[src/rtl/seq_multiplier.sv]
// 4x4 unsigned shift-and-add multiplier: one partial product per clock,
// 8-bit registered product, IDLE/CALC/DONE handshake on go.
module seq_multiplier (
    input  logic       CLK,
    input  logic       rst,
    input  logic       go,
    input  logic [3:0] x,
    input  logic [3:0] y,
    output logic [7:0] product,
    output logic       Done,
    output logic       Busy
);

    typedef enum logic [1:0] {
        IDLE = 2'd0,
        CALC = 2'd1,
        DONE = 2'd2
    } state_t;

    state_t      state;
    state_t      state_nxt;
    logic [7:0]  a;
    logic [3:0]  b;
    logic [2:0]  cnt;
    logic        operand_zero;

    assign operand_zero = (x == '0) || (y == '0);

    always_ff @(posedge CLK or posedge rst) begin
        if (rst) begin
            state <= IDLE;
        end else begin
            state <= state_nxt;
        end
    end

    always_comb begin
        state_nxt = IDLE;
        case (state)
            IDLE: begin
                if (go) begin
                    state_nxt = operand_zero ? DONE : CALC;
                end else begin
                    state_nxt = IDLE;
                end
            end
            CALC: state_nxt = (cnt == 3'd1) ? DONE : CALC;
            // Stay in DONE until go drops, so a held go never restarts.
            DONE: state_nxt = go ? DONE : IDLE;
            default: state_nxt = IDLE;
        endcase
    end

    always_ff @(posedge CLK or posedge rst) begin
        if (rst) begin
            product <= '0;
            a       <= '0;
            b       <= '0;
            cnt     <= '0;
        end else begin
            case (state)
                IDLE: begin
                    if (go) begin
                        product <= '0;
                        if (!operand_zero) begin
                            a   <= {4'b0000, x};
                            b   <= y;
                            cnt <= 3'd4;
                        end
                    end
                end
                CALC: begin
                    if (b[0]) begin
                        product <= product + a;
                    end
                    a   <= a << 1;
                    b   <= b >> 1;
                    cnt <= cnt - 3'd1;
                end
                default: begin
                end
            endcase
        end
    end

    assign Done = (state == DONE);
    assign Busy = (state == CALC);

endmodule
[config.mk]
export PLATFORM = sky130hd
export DESIGN_NAME = seq_multiplier
export DESIGN_NICKNAME = d
export VERILOG_FILES = /design/src/rtl/seq_multiplier.sv
export SDC_FILE = /design/constraint.sdc
export NUM_CORES = 1
export LEC_CHECK = 0
export CAP_MARGIN = 20
export CORE_ASPECT_RATIO = 1.75
export CORE_MARGIN = 2
export CORE_UTILIZATION = 50
export CTS_BUF_LIST = sky130_fd_sc_hd__clkbuf_4 sky130_fd_sc_hd__clkbuf_8
export CTS_CLUSTER_DIAMETER = 150
export CTS_CLUSTER_SIZE = 20
export DETAILED_ROUTE_END_ITERATION = 6
export GPL_TIMING_DRIVEN = 0
export PLACE_DENSITY = 0.77
export SYNTH_ARGS = -nofsm -noshare
export SYNTH_HDL_FRONTEND = slang
export SYNTH_SLANG_ARGS = --single-unit
[constraint.sdc]
create_clock -name CLK -period 1.67 [get_ports CLK]
set_input_delay 0.334 -clock CLK [delete_from_list [all_inputs] [get_ports CLK]]
set_output_delay 0.334 -clock CLK [all_outputs]
set_load 0.02 [all_outputs]
==> results <==
state kept, by name (all words and copies together) (netlist names):
register,count
a,8
product,8
b,4
cnt,3
state,2
area by class of cell:
class                   instances  area share [%]
plain buffers                   3            2.19
clock buffers                   4            2.51
inverters                       8            1.68
multi-input cells             103            43.6
flip-flops and latches         25            32.7
well taps                      27            1.74
repair buffers                 29            15.6
synthesized netlist by cell type:
cell type	count	area, µm²
dfrtp_1	25	626
a31o_2	1	8.76
ha_1	9	113
buf_12	1	20.0
a22oi_1	3	22.5
nand2_1	28	105
mux2i_1	6	60.1
a31oi_1	2	12.5
buf_2	1	5.00
fa_1	1	20.0
nor2_1	3	11.3
o21bai_1	1	7.51
o31ai_1	2	15.0
a21o_1	2	15.0
a21o_4	1	15.0
o21a_1	1	7.51
xnor2_1	4	35.0
inv_2	1	3.75
nor3_1	1	5.00
a22o_1	4	35.0
buf_6	2	22.5
o221ai_1	1	8.76
o21ai_1	2	10.0
a21oi_1	5	25.0
xor2_1	1	8.76
nand3_2	1	10.0
o21ai_2	6	52.6
clkbuf_1	1	3.75
o21ai_0	11	55.1
inv_1	7	26.3
and4b_4	1	13.8
nand3_1	1	5.00
o31ai_4	1	21.3
a211oi_2	1	12.5
or4_4	2	22.5
nor2b_1	1	6.26
layer usage:
layer	vias up	GRT usage, %	wire (µm)
li1	558	-	-
met1	549	22.2	1190
met2	27	39.6	1770
met3	6	3.60	103
met4	0	7.74	59
met5	-	0	0
repair_timing:
item                       CTS  global route
gates cloned                 1             0
setup buffers                4             3
pin swaps                    3            11
resized for setup           12            11
setup endpoints to repair    8            21
path summary, 6_finish.rpt:
kind,end,slack (ns),cells past startpoint,startpoint
setup reg to reg,product[7],-0.09,6,a[1]
max in group asynchronous,a[0],1.03,3,rst
hold / removal,a[7],0.26,2,rst
min in group CLK,a[1],0.40,3,x[1]
setup / recovery,product[7],-0.09,6,a[1]
hold reg to reg,b[2],0.50,2,b[2]
report_power, final:
group | internal, mW | switching, mW | leakage, nW
Clock | 0.187 | 0.187 | 0.0262
Sequential | 0.855 | 0.254 | 0.310
Combinational | 1.02 | 1.06 | 0.576
cells in the final DEF, fill, tap and decap left out, types with 2 or more instances in the layout:
cell type / instances
a22o_1: 4
ha_4: 5
buf_4: 8
inv_1: 7
a31oi_1: 2
nand2_2: 2
dfrtp_1: 18
o21ai_1: 3
clkdlybuf4s50_1: 12
dlymetal6s2s_1: 6
a21o_1: 2
clkbuf_8: 3
mux2i_1: 6
o21ai_0: 9
buf_6: 2
nand2_1: 26
a22oi_1: 3
nor2_1: 3
a21oi_1: 2
ha_1: 4
or4_4: 2
o31ai_1: 2
a21oi_2: 3
dfrtp_2: 7
o21ai_2: 7
xnor2_1: 4
per-stage QoR:
stage,hold WS (ns),utilization (%),std cells,power [mW],TNS [ns]
4_1_cts,0.502,67.9,195,3.47,-0.235
2_1_floorplan,0.361,-,141,2.50,-0.0428
3_5_place_dp,0.479,64.5,188,3.02,-4.96
3_3_place_gp,0.462,64.5,188,2.92,-4.74
6_report,0.263,71.3,199,3.56,-0.167
5_1_grt,0.282,71.3,199,3.82,-0.411
kinds of logic after synthesis:
group / Yosys count / synth area share (%)
xor gates and xnor gates: 5 / 3.03
and+or+nand+nor: 38 / 12.4
DFF: 25 / 43.3
muxes: 6 / 4.15
adders and majority gates: 10 / 9.17
AOI/OAI and AO/OA: 44 / 22.4
buffers and inverters: 13 / 5.62
==> metrics.csv <==
stage;metric;value;unit
clocking;cts_tree;built;
timing;relSlewSlack;82.3;%
timing;period_share;105;%
power_and_ir_drop;ir_drop;1.07;mV
job;maxCapViolCount;0;
worst_setup_path;slowest_stage;dfrtp_2;
synthesis;yosysUniqueCellTypes;36;
status;violations;setup timing;
route;routedWlPerCell;15.7;µm
status;outcome;complete, but fails checks;
worst_setup_path;path_buf_inv;0;
timing;rsz0062_at_grt;yes;
worst_setup_path;worstSetupEndpointType;register;
worst_setup_path;worstPathCellList;ha_4 -> a211oi_4 -> o31ai_4 -> and4b_4 -> o21a_1 -> o31ai_1;
min_path;hold_class;input pin to async pin;
timing;finalHoldViolCount;0;
power_and_ir_drop;leakage;0.912;nW
cells_and_area;fillers;210;
clocking;clock_path_buffers;2;
die;die_area;3360;µm²
clocking;cts.sinks;25;
route;drt_first_pass_iters;4;
die;dieHeight;75.2;µm
route;via_per_inst;5.73;
worst_setup_path;cp-start-kind;register;
route;via_count;1140;
die;start_util;53.1;%
cells_and_area;fin_area;1940;µm²
timing;setup_violations;2;
worst_setup_path;max_stage_delay;0.46;ns
global_routing;grt_max_degree;26;
die;die_w;44.7;µm
synthesis;syn_nets;162;
placement;routabilityCongestion;0.805;
timing;fmax;569;MHz
timing;min_period;1.76;ns
power_and_ir_drop;pwr_density_cell;1840;nW/µm²
timing;drv_slew;0;
cells_and_area;drive_gt1_share;30.2;%
route;ant_nets;0;
timing;setup_ws;-0.0875;ns
worst_setup_path;path_class;register to register;
clocking;numCtsBuffers;3;
worst_setup_path;worstPathArrival;1.94;ns
worst_setup_path;required;1.85;ns
die;ios;21;
synthesis;ys_ff_latch;25;
die;num_rows;25;
cells_and_area;multi_input_area;846;µm²
cells_and_area;ff_latch_area;634;µm²
synthesis;ys_warn_count;0;
timing;tightest_slew;0.265;ns
global_routing;antenna_found_initial;0;
global_routing;overflow;0;
clocking;clock_latency;0.26;ns
worst_setup_path;worstPathMaxFanout;3;
route;wl;3120;µm
cells_and_area;area_growth_syn_to_layout;34.2;%
cells_and_area;num-nets-final;194;
worst_setup_path;path_delay_family;compound AO/OA/AOI/OAI gates;
synthesis;synth-seq-area-share;43.3;%
clocking;htreeDepth;1;
cells_and_area;diodes;0;
clocking;root_buffer;clkbuf_8;
route;drc_errors;0;
die;core_area;2720;µm²
placement;placed_cell_area;1750;µm²
synthesis;syn_inst;141;
timing;skew;0.00299;ns
placement;port-buffer-count;20;
placement;place_hpwl;2300;µm
route;drt_iter0_drc;27;
global_routing;track_usage;20.9;%
global_routing;grt_pass1_vias;1150;
global_routing;grt_pass1_wl;5090;µm
synthesis;netlist_area;1450;µm²
synthesis;synth_area_per_cell;10.3;µm²
placement;pre_cts_slack;-0.546;ns
clocking;cts_hold_buf;0;
clocking;path_clk_slew;0.09;ns
Note: power is estimated with default switching activity, not from simulation.
